$ cat config.mk
export PLATFORM = sky130hd
export DESIGN_NAME = tt_um_matthias_m_pal_top_wrapper_flat
export DESIGN_NICKNAME = d
export VERILOG_FILES = /design/src/rtl/tt_um_matthias_m_pal_top_wrapper_pkg.sv /design/src/rtl/tt_um_matthias_m_pal_top_wrapper_if.sv /design/src/rtl/tt_um_matthias_m_pal_top_wrapper_pal_core.sv /design/src/rtl/tt_um_matthias_m_pal_top_wrapper.sv /design/src/flat_wrapper.sv
export SDC_FILE = /design/constraint.sdc
export NUM_CORES = 1
export LEC_CHECK = 0
export BUFFER_PORTS_ARGS = -buffer_cell sky130_fd_sc_hd__buf_2
export CAP_MARGIN = 20
export CORE_ASPECT_RATIO = 1.4
export CORE_UTILIZATION = 55
export DETAILED_ROUTE_END_ITERATION = 8
export GPL_TIMING_DRIVEN = 0
export PLACE_DENSITY = 0.79
export SETUP_SLACK_MARGIN = 0.15
export SYNTH_ARGS = -nofsm -noshare
export SYNTH_HDL_FRONTEND = slang
export SYNTH_HIERARCHICAL = 1
export SYNTH_SLANG_ARGS = --single-unit
$ cat constraint.sdc
create_clock -name pins_uio_in -period 2.2 [get_ports pins_uio_in]
set_input_delay 0.44 -clock pins_uio_in [delete_from_list [all_inputs] [get_ports pins_uio_in]]
set_output_delay 0.44 -clock pins_uio_in [all_outputs]
set_load 0.005 [all_outputs]
$ cat src/rtl/tt_um_matthias_m_pal_top_wrapper_pkg.sv
// Shared sizing and bitstream layout for the 8-input, 4-term, 4-output PAL.
// Provides the OR-plane and AND-plane index helpers.
package tt_um_matthias_m_pal_top_wrapper_pkg;

  localparam int NUM_INPUTS    = 8;
  localparam int NUM_OUTPUTS   = 4;
  localparam int NUM_TERMS     = 4;
  localparam int BITSTREAM_LEN = 2 * NUM_INPUTS * NUM_TERMS + NUM_TERMS * NUM_OUTPUTS;

  localparam int OR_BASE         = 0;
  localparam int AND_BASE        = OR_BASE + NUM_TERMS * NUM_OUTPUTS;
  localparam int AND_TERM_STRIDE = 2 * NUM_INPUTS;

  typedef logic [BITSTREAM_LEN-1:0] cfg_word_t;

  // Bit that connects term t to output o.
  function automatic int or_idx(input int o, input int t);
    return OR_BASE + NUM_TERMS * o + t;
  endfunction

  // Bit that selects I[i] (neg = 0) or ~I[i] (neg = 1) into term t.
  function automatic int and_idx(input int t, input int i, input int neg);
    return AND_BASE + AND_TERM_STRIDE * t + 2 * i + neg;
  endfunction

endpackage

$ cat src/rtl/tt_um_matthias_m_pal_top_wrapper_if.sv
// Tiny Tapeout user pin bundle; slave is the design side, master the driver side.
interface tt_um_matthias_m_pal_top_wrapper_if;

  logic [7:0] ui_in;
  logic [7:0] uo_out;
  logic [7:0] uio_in;
  logic [7:0] uio_out;
  logic [7:0] uio_oe;
  logic       ena;

  modport slave (
    input  ui_in,
    input  uio_in,
    input  ena,
    output uo_out,
    output uio_out,
    output uio_oe
  );

  modport master (
    output ui_in,
    output uio_in,
    output ena,
    input  uo_out,
    input  uio_out,
    input  uio_oe
  );

endinterface

$ cat src/rtl/tt_um_matthias_m_pal_top_wrapper_pal_core.sv
// Serially configured PAL: shift register feeding a programmable AND plane and OR plane.
// Outputs are purely combinational from the inputs, enable and the stored configuration.
module pal_core
  import tt_um_matthias_m_pal_top_wrapper_pkg::*;
#(
  parameter int N_IN   = NUM_INPUTS,
  parameter int N_OUT  = NUM_OUTPUTS,
  parameter int N_TERM = NUM_TERMS,
  parameter int SR_LEN = 2 * N_IN * N_TERM + N_TERM * N_OUT
) (
  input  logic             cfg_clk,
  input  logic             rst_n,
  input  logic             cfg_data,
  input  logic             enable,
  input  logic [N_IN-1:0]  pal_in,
  output logic [N_OUT-1:0] pal_out
);

  logic [SR_LEN-1:0] sr;
  logic [N_TERM-1:0] term;
  logic [N_OUT-1:0]  or_out;

  // Bit 0 is shifted in first, so new bits enter at the top and walk down.
  always_ff @(posedge cfg_clk or negedge rst_n) begin
    if (!rst_n) begin
      sr <= '0;
    end else begin
      sr <= {cfg_data, sr[SR_LEN-1:1]};
    end
  end

  // An unprogrammed term has no literals and therefore evaluates to 1.
  always_comb begin
    term = '1;
    for (int t = 0; t < N_TERM; t++) begin
      for (int i = 0; i < N_IN; i++) begin
        if (sr[and_idx(t, i, 0)] && !pal_in[i]) term[t] = 1'b0;
        if (sr[and_idx(t, i, 1)] &&  pal_in[i]) term[t] = 1'b0;
      end
    end
  end

  always_comb begin
    or_out = '0;
    for (int o = 0; o < N_OUT; o++) begin
      for (int t = 0; t < N_TERM; t++) begin
        if (sr[or_idx(o, t)] && term[t]) or_out[o] = 1'b1;
      end
    end
  end

  assign pal_out = enable ? or_out : '0;

endmodule

$ cat src/rtl/tt_um_matthias_m_pal_top_wrapper.sv
// Tiny Tapeout top: maps pins onto pal_core and ties off unused outputs.
// cfg_clk (uio_in[2]) is the only functional clock; the tile clk is not used.
module tt_um_matthias_m_pal_top_wrapper
  import tt_um_matthias_m_pal_top_wrapper_pkg::*;
(
  input logic                             clk,
  input logic                             rst_n,
  tt_um_matthias_m_pal_top_wrapper_if.slave pins
);

  logic [NUM_OUTPUTS-1:0] pal_out;
  logic                   unused_ok;

  pal_core #(
    .N_IN   (NUM_INPUTS),
    .N_OUT  (NUM_OUTPUTS),
    .N_TERM (NUM_TERMS),
    .SR_LEN (BITSTREAM_LEN)
  ) u_pal_core (
    .cfg_clk  (pins.uio_in[2]),
    .rst_n    (rst_n),
    .cfg_data (pins.uio_in[0]),
    .enable   (pins.uio_in[1]),
    .pal_in   (pins.ui_in),
    .pal_out  (pal_out)
  );

  assign pins.uo_out  = {{(8 - NUM_OUTPUTS){1'b0}}, pal_out};
  assign pins.uio_out = 8'h00;
  assign pins.uio_oe  = 8'h00;

  assign unused_ok = &{1'b0, clk, pins.ena, pins.uio_in[7:3]};

endmodule

$ cat src/flat_wrapper.sv
// flat-port wrapper written by rule: the top's interface ports become plain ports
module tt_um_matthias_m_pal_top_wrapper_flat import tt_um_matthias_m_pal_top_wrapper_pkg::*;
  (clk, rst_n, pins_ui_in, pins_uio_in, pins_ena, pins_uo_out, pins_uio_out, pins_uio_oe);
  tt_um_matthias_m_pal_top_wrapper_if pins_i ();
  input logic clk;
  input logic rst_n;
  input wire logic [$bits(pins_i.ui_in)-1:0] pins_ui_in;
  input wire logic [$bits(pins_i.uio_in)-1:0] pins_uio_in;
  input wire logic [$bits(pins_i.ena)-1:0] pins_ena;
  output wire logic [$bits(pins_i.uo_out)-1:0] pins_uo_out;
  output wire logic [$bits(pins_i.uio_out)-1:0] pins_uio_out;
  output wire logic [$bits(pins_i.uio_oe)-1:0] pins_uio_oe;
  assign pins_i.ui_in = pins_ui_in;
  assign pins_i.uio_in = pins_uio_in;
  assign pins_i.ena = pins_ena;
  assign pins_uo_out = pins_i.uo_out;
  assign pins_uio_out = pins_i.uio_out;
  assign pins_uio_oe = pins_i.uio_oe;
  tt_um_matthias_m_pal_top_wrapper u_core (.clk(clk), .rst_n(rst_n), .pins(pins_i));
endmodule
==> impl_metrics.toml <==
[timing]
whs_ns = -0.317
worst_slew_margin_rel_pct = 37.9
clock.fmax_mhz = 441
fin_ws_ns = -0.0692
hold_viol = 1
finalMaxSlewViolations = 0
finClkSkew_ns = 0.00726
setup_viol = 4
rsz0062_at_grt = "true"
finalSetupTns_ns = -0.201
fin_crit_sh_pct = 103
layout_min_cycle_time_ns = 2.27
max_slew.worst_pin.slew_ns = 0.932

[routing]
via_per_inst = 4.70
drcViolationCount = 0
first_pass_iters = 4
wl_per_cell_um = 15.3
vias = 1320
drt_first_iter_violations = 45
routed_wl_um = 4300
ant_nets = 0

[setup_path]
crit_required_ns = 1.76
cp.arrival_ns = 1.83
endpoint = "pins_uo_out[2]"
worstReg2RegEnd = "u_core/u_pal_core/sr[67]"
reg2reg_depth = 1
r2r_slack_ns = 1.56
path_cells = "mux2i_1 > nand2_1 > nor4_4 > buf_4 > a22oi_1 > a21boi_1 > buf_2"
cp_slowest_cell = "dfrtp_1"
cpPeakStageDelay_ns = 0.40
cp-end-kind = "primary output"
crit_fanout = 4
worstSetupStartpoint = "u_core/u_pal_core/sr[67]"
setup.worst_path.start_class = "flip-flop"
rr_startpoint = "u_core/u_pal_core/sr[68]"
worstSetupPathType = "reg2out"

[clock_tree]
path_clk_slew_ns = 0.07
clock_latency_ns = 0.34
cts_tree = "yes"

[die]
ios = 43
initial_core_util_pct = 56.7
design.die.area_um2 = 5290
core.rowCount = 30
dieWidth_um = 61.7
core_area_um2 = 4840
die_y_um = 85.6

[cells_and_area]
top_register = "u_core/u_pal_core/sr"
final_util_pct = 66.7
reg_top3 = "u_core/u_pal_core/sr: 80 flops"
largest_reg_flops = 80
nets = 231
area_growth_pct = 17.5
n_antenna_cell = 0
drive_above_1_share_pct = 28.1

[hold_path]
hold_class = "clk2reg"

[power]
ir_worst_vdd_mv = 0.628
power_density_nw_per_um2 = 1200
leakagePower_nw = 1.64

[synth]
synth_area_per_cell_um2 = 16.2
synthCells = 170
ys_seq_area_share_pct = 72.9
yosysWarnings = 6
synthesis.area_um2 = 2750
ys_ff_latch = 80
ys_types = 14

[global_routing]
grt_pass1_wl_um = 6310
grt_max_degree = 81
grt.total_usage_pct = 18.5
grt_pass1_vias = 1318
antenna_found_initial = 0
grt_overflow = 0

[place]
gp_congestion = 0.724
portBuffers = 5
place_hpwl_um = 2840

[run]
drv_cap = 0

[outcome]
violations = "negative hold slack, negative setup slack"
status = "finished, violations left"
## timing repair
item,in CTS,in global routing
hold buffers,0,0
hold endpoints to repair,0,0
pin swaps,8,6
setup endpoints to repair,4,4
buffers inserted,1,3
gates resized for setup,4,3
## cell type report
type / count / area (um2)
repair buffers: 5 / 37.5
flip-flops and latches: 80 / 2000
well taps: 64 / 80.1
plain buffers: 28 / 228
multi-input cells: 81 / 622
clock inverters: 3 / 40.0
fillers: 351 / 1610
clock buffers: 20 / 220
## placed cells by master (no fill, tap or decap), drive strengths merged
cell type and count:
dfrtp 80, buf 35, mux2i 32, conb 20
clkbuf 18, nand2 10, a22oi 8, a21boi 4
nand4 3, clkinv 2, nor4 2, bufinv 1
nor3 1, nor2 1
## per-layer routing
layer	global-route usage (%)	up-vias	wire [um]	share of wire [%]
li1	-	623	-	-
met1	23.5	663	1920	45
met2	25.2	22	2140	50
met3	4.52	12	102	2.4
met4	17.4	0	138	3.2
met5	0	-	0	0
## synth_stat cells, drive strengths merged
| library cell | number | share of area (%) |
|---|---|---|
| nor3 | 1 | 0.36 |
| buf | 26 | 7.9 |
| a21boi | 4 | 1.1 |
| nor2 | 1 | 0.23 |
| conb | 1 | 0.14 |
| a22oi | 8 | 2.2 |
| clkbuf | 2 | 0.27 |
| nand2 | 10 | 1.4 |
| nand4 | 3 | 0.68 |
| dfrtp | 80 | 73 |
| mux2i | 32 | 12 |
| nor4 | 2 | 1.2 |
## kinds of logic (layout without fill, tap and decap cells)
family / after synthesis / after routing / share of synthesized area (%)
DFF: 80 / 80 / 72.9
muxes: 32 / 32 / 11.7
AOI/OAI and AO/OA: 12 / 12 / 3.28
and+or+nand+nor: 17 / 17 / 3.87
other: 1 / 20 / 0.136
buffers and inverters: 28 / 56 / 8.20
## report_power, final
part	switching (W)	internal [W]	total, W	leakage [nW]
sequential	0.000257	0.00194	0.00220	1.00
combinational	0.000246	0.000198	0.000443	0.481
clock	0.000511	0.000719	0.00123	0.159
total	0.00101	0.00286	0.00387	1.64
## how the worst min path moves through the flow
stage                                           to      startpoint  slack (ns)  depth (start not counted)
after global routing      u_core/u_pal_core/sr[79]  pins_uio_in[0]       -0.34                          0
after CTS                 u_core/u_pal_core/sr[79]  pins_uio_in[0]       -0.34                          0
final                     u_core/u_pal_core/sr[79]  pins_uio_in[0]       -0.32                          0
after detailed placement  u_core/u_pal_core/sr[79]  pins_uio_in[0]        0.03                          0
after global placement    u_core/u_pal_core/sr[79]  pins_uio_in[0]        0.03                          0
after floorplan           u_core/u_pal_core/sr[79]  pins_uio_in[0]        0.03                          0
## critical path: cells and delay by family, from the launching register on
kind	cells	cell delay (ns)
AOI/OAI and AO/OA	2	0.24
buffers and inverters	2	0.31
DFF	1	0.40
muxes	1	0.13
and+or+nand+nor	2	0.40
## per-stage QoR
| stage | setup WS [ns] | cell area (um2) | hold WS (ns) | cells | total power, W |
|---|---|---|---|---|---|
| floorplan | 0.339 | 2820 | 0.0314 | 189 | 0.00245 |
| detailed placement | -0.0827 | 2930 | 0.0314 | 258 | 0.00264 |
| global route | -0.259 | 3230 | -0.340 | 281 | 0.00408 |
| global placement | -0.0127 | 2920 | 0.0314 | 258 | 0.00261 |
| CTS | -0.0864 | 3190 | -0.335 | 278 | 0.00390 |
| finish | -0.0692 | 3230 | -0.317 | 281 | 0.00387 |
Note: power is estimated with default switching activity, not from simulation.
